File: src/rtl/div_seq.sv
// Sequential 32-bit restoring divider (DIV/DIVU) producing {remainder, quotient} for HI/LO.
// Define DIV_ZERO_FAST_EN to complete divide-by-zero in one cycle instead of the full 34.
module div_seq (
    input  logic        clk,
    input  logic        rst,
    input  logic        start,
    input  logic        signed_div,
    input  logic        cancel,
    input  logic [31:0] opa,
    input  logic [31:0] opb,
    output logic        stall_div,
    output logic        done,
    output logic [63:0] result
);

    typedef enum logic [1:0] {
        IDLE = 2'd0,
        CALC = 2'd1,
        FIX  = 2'd2,
        DONE = 2'd3
    } state_t;

    state_t      state_q, state_d;
    logic [5:0]  cnt_q, cnt_d;
    logic [31:0] quo_q, quo_d;
    logic [31:0] rem_q, rem_d;
    logic [31:0] dvs_q, dvs_d;
    logic [31:0] opa_q, opa_d;
    logic        qneg_q, qneg_d;
    logic        rneg_q, rneg_d;
    logic        dvz_q, dvz_d;
    logic [63:0] result_q, result_d;

    logic        accept;
    logic        a_neg, b_neg;
    logic [31:0] a_mag, b_mag;
    logic [32:0] partial;
    logic        fits;

    assign accept  = start && !cancel && (state_q == IDLE || state_q == DONE);
    assign a_neg   = signed_div & opa[31];
    assign b_neg   = signed_div & opb[31];
    assign a_mag   = a_neg ? (~opa + 32'd1) : opa;
    assign b_mag   = b_neg ? (~opb + 32'd1) : opb;
    // Shift the next dividend bit (held in the quotient register MSB) into the remainder.
    assign partial = {rem_q, quo_q[31]};
    assign fits    = (partial >= {1'b0, dvs_q});

    always_comb begin
        state_d  = state_q;
        cnt_d    = cnt_q;
        quo_d    = quo_q;
        rem_d    = rem_q;
        dvs_d    = dvs_q;
        opa_d    = opa_q;
        qneg_d   = qneg_q;
        rneg_d   = rneg_q;
        dvz_d    = dvz_q;
        result_d = result_q;

        case (state_q)
            IDLE, DONE: begin
                state_d = IDLE;
                if (accept) begin
                    quo_d   = a_mag;
                    rem_d   = '0;
                    dvs_d   = b_mag;
                    opa_d   = opa;
                    qneg_d  = a_neg ^ b_neg;
                    rneg_d  = a_neg;
                    dvz_d   = (opb == '0);
                    cnt_d   = '0;
                    state_d = CALC;
`ifdef DIV_ZERO_FAST_EN
                    if (opb == '0) begin
                        result_d = {opa, 32'hFFFF_FFFF};
                        state_d  = DONE;
                    end
`endif
                end
            end
            CALC: begin
                rem_d = fits ? (partial[31:0] - dvs_q) : partial[31:0];
                quo_d = {quo_q[30:0], fits};
                cnt_d = cnt_q + 6'd1;
                if (cnt_q == 6'd31) begin
                    state_d = FIX;
                end
            end
            FIX: begin
                // Zero divisor bypasses sign correction so the raw dividend lands in HI.
                if (dvz_q) begin
                    result_d = {opa_q, 32'hFFFF_FFFF};
                end else begin
                    result_d = {rneg_q ? (~rem_q + 32'd1) : rem_q,
                                qneg_q ? (~quo_q + 32'd1) : quo_q};
                end
                state_d = DONE;
            end
            default: state_d = IDLE;
        endcase

        if (cancel) begin
            state_d  = IDLE;
            result_d = result_q;
        end

        stall_div = accept || (!cancel && (state_q == CALC || state_q == FIX));
    end

    always_ff @(posedge clk) begin
        if (rst) begin
            state_q  <= IDLE;
            cnt_q    <= '0;
            quo_q    <= '0;
            rem_q    <= '0;
            dvs_q    <= '0;
            opa_q    <= '0;
            qneg_q   <= 1'b0;
            rneg_q   <= 1'b0;
            dvz_q    <= 1'b0;
            result_q <= '0;
        end else begin
            state_q  <= state_d;
            cnt_q    <= cnt_d;
            quo_q    <= quo_d;
            rem_q    <= rem_d;
            dvs_q    <= dvs_d;
            opa_q    <= opa_d;
            qneg_q   <= qneg_d;
            rneg_q   <= rneg_d;
            dvz_q    <= dvz_d;
            result_q <= result_d;
        end
    end

    assign done   = (state_q == DONE);
    assign result = result_q;

endmodule

File: config.mk
export PLATFORM = sky130hd
export DESIGN_NAME = div_seq
export DESIGN_NICKNAME = d
export VERILOG_FILES = /design/src/rtl/div_seq.sv
export SDC_FILE = /design/constraint.sdc
export NUM_CORES = 1
export LEC_CHECK = 0
export ABC_AREA = 1
export BUFFER_PORTS_ARGS = -buffer_cell sky130_fd_sc_hd__buf_2
export CORE_UTILIZATION = 40
export DETAILED_ROUTE_END_ITERATION = 7
export PLACE_DENSITY = 0.65
export SYNTH_ARGS = -nofsm -noshare
export SYNTH_HDL_FRONTEND = slang
export SYNTH_SLANG_ARGS = --single-unit
File: constraint.sdc
create_clock -name clk -period 3 [get_ports clk]
set_clock_uncertainty 0.2 [all_clocks]
set_input_delay 0.6 -clock clk [delete_from_list [all_inputs] [get_ports clk]]
set_output_delay 0.6 -clock clk [all_outputs]
set_load 0.02 [all_outputs]
==> summary.txt, run 1 <==
status: complete, no violations
slowest CP cell: ha_1
vias in the first global route: 14200
CTS resizes: 0
setup_tns: 0 ns
antenna fix cells: 0
Starting Density: 40.6%
CP max stage delay: 0.45 ns
Synth Area in Simple Gates: 35.1%
largest fanout on the critical path: 33
die width: 192 µm
sequential element share of the synthesized area: 28.2%
first-pass detailed-route iteration total: 8
Async SR Flop Fraction: 0%
Fmax: 365 MHz
worst slew pin tran: 0.910 ns
Bufs on Longest Clock Path: 3
synthesized area: 14400 µm²
top_reg_cell synth: dfxtp_1
Global Route Usage Sum: 27.2%
multiplexer share of the synthesized area: 0%
Mapped Cells: 2379
Tmin final: 2.74 ns
Worst EP arrival: 2.94 ns
nets: 2585
routability cong.: 1.00
number of synthesized flops with an enable pin: 0
largest net degree at the start of global routing: 93
dpl hpwl: 38800 µm
Area contributors post-synth: dfxtp_1 28%, nand2_1 16%, inv_1 8.5%, a21oi_1 8.0%, nand3_1 7.0%
worst-skew pair later-pin latency: 0.55 ns
VDD IR max: 0.000460 V
CP required: 3.20 ns
adder-cell share of the synthesized area: 3.61%
Post CTS Setup Buffer Count: 0
Tcrit/Tclk final: 91.3%
power per cell area: 459 nW/µm²
ANT nets after route: 0
Yosys top cell by area: dfxtp_1
Power, Total: 7.55 mW
row count: 69
CTS Buf Count: 26
Synth Area per Inst: 6.06 µm²
Cell Chain, Critical Path: inv_1 -> ha_1 -> nand2_2 -> nor2_2 -> nand2_1 -> nor2_1 -> nand2_2 -> nor2_4 -> nor2_4 -> nand2_4 -> o21ai_0 -> nand3_1 -> a21oi_1
relative slew slack: 39.3%
routed via count: 15700
htree depth: 1
yosys warns: 0
top cells by instance count after synthesis: 610 x nand2_1, 328 x inv_1, 230 x a21oi_1, 212 x nor2_1, 203 x dfxtp_1
r2r worst-path depth: 13
Die Y-Extent: 192 µm
port bufs: 134
syn_nets: 2489
XOR/XNOR Fraction of Synth Area: 3.34%
share of post-route cells with drive strength above 1: 11.4%
DR iter-0 viols: 1502
Compound-Gate Fraction of Synth Area: 17.8%
Residual DRC: 0
Critical Path Start Type: flip-flop
Post-CTS Hold Buffers: 0
endpoints failing setup: 0
I/O Pins: 135
top cell type's share of synthesized area: 28.2%
total gr overflow: 0
Final Hold Vio Count: 0
Max Transition Viols Final: 0
Hold Crit Class: in2reg
most numerous cell in the Yosys netlist: nand2_1
critical path class: reg2reg
final wirelength: 50500 µm
P_leak: 8.15 nW
CTS tree: yes
RSZ-0062 raised after global routing: false
largest family of logic cells by synthesized area: simple AND/OR/NAND/NOR gates
clock-pin slew on the worst setup and hold paths: 0.06 ns
Placed Cells: 2908
Area Overhead vs Synth: 14.0%
Hold Path Cell Cnt: 3
Distinct cells, synth: 49
Finished Layout Cells: 2955
via-per-instance ratio: 5.31
drt wl/cell: 17.1 µm
synthesized flop and latch total: 203
Max Cap Viol: 0
initial antenna violation count: 1
Core ar.: 35500 µm²
root buf cell: clkbuf_16
Worst setup EP type: flip-flop
clk sinks: 203
die area: 36800 µm²
global-route wire length before repair: 78400 µm
[flip-flops by register name (all words and copies together) (netlist names)]
name and count:
dvz_q 1, result 64, state_q 2, dvs_q 32, rem_q 32, opa_q 32
cnt_q 6, rneg_q 1, quo_q 32, qneg_q 1
[layout by cell type, fill, tap and decap left out, types with 10 or more instances in the layout]
cell	count
a21oi_1	230
a31oi_1	12
buf_2	133
buf_4	35
clkbuf_16	26
dfxtp_1	203
ha_1	40
inv_1	327
nand2_1	610
nand2_2	16
nand3_1	201
nand3b_1	17
nand4_1	24
nor2_1	210
nor2_2	11
nor2_4	10
nor3_1	29
o211ai_1	15
o21ai_0	179
o21ai_1	12
o221ai_1	10
xnor2_1	19
xor2_1	36
[worst max-delay path: cells and delay by family (launching register included)]
kind	cells	cell delay, ns
flops	1	0.30
fa+ha+maj	1	0.45
simple gates	9	1.26
buf+inv	1	0.14
compound gates	2	0.23
[cell families (layout without fill, tap and decap cells)]
group	count (synthesis)	after routing
AND/OR/NAND/NOR	1159	1159
XOR/XNOR	55	55
flip-flops	203	203
buffers and inverters	442	557
adder cells (fa/ha/maj)	41	41
AO/OA/AOI/OAI	479	479
[metrics by stage]
| step | setup slack (ns) | utilization (%) | cell area [µm²] | hold WS [ns] |
|---|---|---|---|---|
| 2_1_floorplan | 0.801 | - | 14400 | 0.230 |
| 3_3_place_gp | 0.211 | 43.7 | 15500 | 0.243 |
| 3_5_place_dp | 0.167 | 43.7 | 15500 | 0.249 |
| 4_1_cts | 0.323 | 46.3 | 16400 | 0.138 |
| 5_1_grt | 0.0661 | 46.3 | 16400 | 0.165 |
| 6_report | 0.262 | 46.3 | 16400 | 0.165 |
[where the power goes]
part	switching [mW]	internal, mW	leakage, nW
clock	1.27	2.05	0.448
sequential	0.0908	2.80	1.65
combinational	0.926	0.413	6.05
[worst paths after layout]
kind	start	end	slack, ns
setup / recovery	dvs_q[25]$_SDFFE_PP0P_	rem_q[2]$_SDFFE_PP0P_	0.26
hold / removal	opa[5]	opa_q[5]$_SDFFE_PP0P_	0.17
setup reg to reg	dvs_q[25]$_SDFFE_PP0P_	rem_q[2]$_SDFFE_PP0P_	0.26
hold reg to reg	result[43]$_SDFFE_PP0P_	result[43]$_SDFFE_PP0P_	0.26
[per-layer routing]
metal	vias up	GRT usage, %	routed length [µm]
met2	567	42.0	21900
met1	7155	38.6	23300
li1	7878	-	-
met3	96	3.82	3710
met5	-	0	8
met4	2	9.10	1650
[area by class of cell]
type	count	area (µm²)
sequential	203	4060
tap	461	577
clock inverter	10	149
timing repair buffer	170	968
fill	3769	19000
clock buffer	37	772
inverter	340	1280
multi-input combinational	1734	8630
(Power assumes the default switching activity.)
==> inputs of run 2 (changes only) <==
--- a/config.mk
+++ b/config.mk
@@ -10,6 +10,7 @@
 export CORE_UTILIZATION = 40
 export DETAILED_ROUTE_END_ITERATION = 7
 export PLACE_DENSITY = 0.65
+export REMOVE_ABC_BUFFERS = 1
 export SYNTH_ARGS = -nofsm -noshare
 export SYNTH_HDL_FRONTEND = slang
 export SYNTH_SLANG_ARGS = --single-unit
==> run 2 against run 1 <==
Effect of this change: clock-buffer cell count down 7; highest routed layer is now met4; die area unchanged; sequential power about the same; combinational power about the same; final area down 0.26%.
==> summary.txt, run 2 (same netlist as run 1, synthesis figures left out) <==
Max Cap Viol: 0 (unchanged)
power per cell area: 446 nW/µm² (was 459 nW/µm²)
number of flip-flops in the largest register: 64 (unchanged)
first-pass detailed-route iteration total: 6 (was 8)
Tcrit/Tclk final: 87.7% (was 91.3%)
ANT nets after route: 0 (unchanged)
total gr overflow: 0 (unchanged)
Final Hold Vio Count: 0 (unchanged)
worst-skew pair later-pin latency: 0.55 ns (about the same)
endpoints failing setup: 0 (unchanged)
Power, Total: 7.31 mW (was 7.55 mW)
Post-Route Utilization: 46.2% (was 46.3%)
Placed Cells: 2911 (was 2908)
routability cong.: 0.939 (was 1.00)
relative slew slack: 43.6% (was 39.3%)
via-per-instance ratio: 5.29 (was 5.31)
vias in the first global route: 14000 (was 14200)
CTS tree: yes (unchanged)
dpl ws: 0.334 ns (was 0.167 ns)
Global Route Usage Sum: 26.9% (was 27.2%)
Starting Density: 40.6% (unchanged)
die area: 36800 µm² (unchanged)
htree depth: 1 (unchanged)
Fmax: 380 MHz (was 365 MHz)
Die Y-Extent: 192 µm (unchanged)
Bufs on Longest Clock Path: 3 (unchanged)
critical path class: reg2reg (unchanged)
Hold Crit Class: in2reg (unchanged)
most frequent cells in the layout: 610 x nand2_1, 327 x inv_1, 230 x a21oi_1, 210 x nor2_1, 203 x dfxtp_1 (unchanged)
Max Transition Viols Final: 0 (unchanged)
die width: 192 µm (unchanged)
routed via count: 15600 (was 15700)
fill cell count: 3812 (was 3769)
CTS Buf Count: 24 (was 26)
clk sinks: 203 (unchanged)
Core ar.: 35500 µm² (unchanged)
P_leak: 8.14 nW (was 8.15 nW)
Worst EP arrival: 2.82 ns (was 2.94 ns)
I/O Pins: 135 (unchanged)
CTS resizes: 0 (unchanged)
dpl hpwl: 38500 µm (was 38800 µm)
Worst setup EP type: flip-flop (unchanged)
setup_tns: 0 ns (unchanged)
RSZ-0062 raised after global routing: false (unchanged)
Critical Path Start Type: flip-flop (unchanged)
nets: 2586 (was 2585)
setup slack after layout: 0.370 ns (was 0.262 ns)
global-route wire length before repair: 77900 µm (was 78400 µm)
root buf cell: clkbuf_16 (unchanged)
row count: 69 (unchanged)
initial antenna violation count: 0 (was 1)
largest net degree at the start of global routing: 99 (was 93)
Post-CTS Hold Buffers: 0 (unchanged)
VDD IR max: 0.000399 V (was 0.000460 V)
status: complete, no violations (unchanged)
final wirelength: 50000 µm (was 50500 µm)
DR iter-0 viols: 1340 (was 1502)
antenna fix cells: 0 (unchanged)
drt wl/cell: 16.9 µm (was 17.1 µm)
worst slew pin tran: 0.845 ns (was 0.910 ns)
Tmin final: 2.63 ns (was 2.74 ns)
CP required: 3.19 ns (was 3.20 ns)
Post CTS Setup Buffer Count: 0 (unchanged)
Area Overhead vs Synth: 13.7% (was 14.0%)
port bufs: 134 (unchanged)
clock-pin slew on the worst setup and hold paths: 0.07 ns (was 0.06 ns)
largest fanout on the critical path: 11 (was 33)
Finished Layout Cells: 2955 (unchanged)
commonest non-fill, non-tap cell in the layout: nand2_1 (unchanged)
share of post-route cells with drive strength above 1: 11.4% (unchanged)
Residual DRC: 0 (unchanged)
## run 2: changes by cell type in the layout (fill, tap and decap cells not counted)
cell and delta:
clkbuf_8 -5, clkbuf_16 -2, buf_12 +3, clkinv_2 +5, inv_6 -1
## run 2: final cells by class
type	instances	area, µm²	share of cell area, %
multi-input combinational	1734	8630	52.6
tap	461	577	3.52
clock inverter	14	165	1.01
clock buffer	30	653	3.98
inverter	340	1280	7.79
sequential	203	4060	24.8
timing repair buffer	173	1030	6.27
## run 2: critical path, stage by stage, from the launching register on
cell and delay [ns]:
dfxtp_1 0.40, ha_1 0.40, nand2_1 0.12, nor2_2 0.21, nand3_1 0.15, nand3_2 0.15, nand2_2 0.07, nand2_2 0.09
nand2_4 0.11, nand2_4 0.11, buf_4 0.20, o21ai_0 0.12, nand3_1 0.08, a21oi_1 0.06
## run 2: metrics by stage
| stage | hold WS (ns) | cell area (µm²) |
|---|---|---|
| after global routing | 0.169 | 16400 |
| after detailed placement | 0.254 | 15600 |
| final | 0.153 | 16400 |
| after global placement | 0.249 | 15600 |
| after floorplan | 0.232 | 14000 |
| after CTS | 0.149 | 16400 |
## run 2: final timing paths
path | start | endpoint | slack [ns] | cells after the start
worst max-delay path | rem_q[7]$_SDFFE_PP0P_ | rem_q[2]$_SDFFE_PP0P_ | 0.37 | 13
worst min-delay path | opa[5] | opa_q[5]$_SDFFE_PP0P_ | 0.15 | 3
worst max register to register | rem_q[7]$_SDFFE_PP0P_ | rem_q[2]$_SDFFE_PP0P_ | 0.37 | 13
worst min register to register | result[55]$_SDFFE_PP0P_ | result[55]$_SDFFE_PP0P_ | 0.26 | 2
## run 2: per-layer routing
layer,track usage [%],vias to the layer above,routed length (µm)
met5,0,-,0
met4,7.20,0,1310
met3,3.38,75,3490
met2,40.2,502,20600
met1,40.2,7158,24600
li1,-,7885,-
## run 2: where the power goes
part | switching [mW] | leakage (nW) | internal [mW] | total [mW]
logic | 0.927 | 6.08 | 0.417 | 1.34
registers | 0.0839 | 1.65 | 2.80 | 2.88
clock network | 1.28 | 0.402 | 1.81 | 3.08
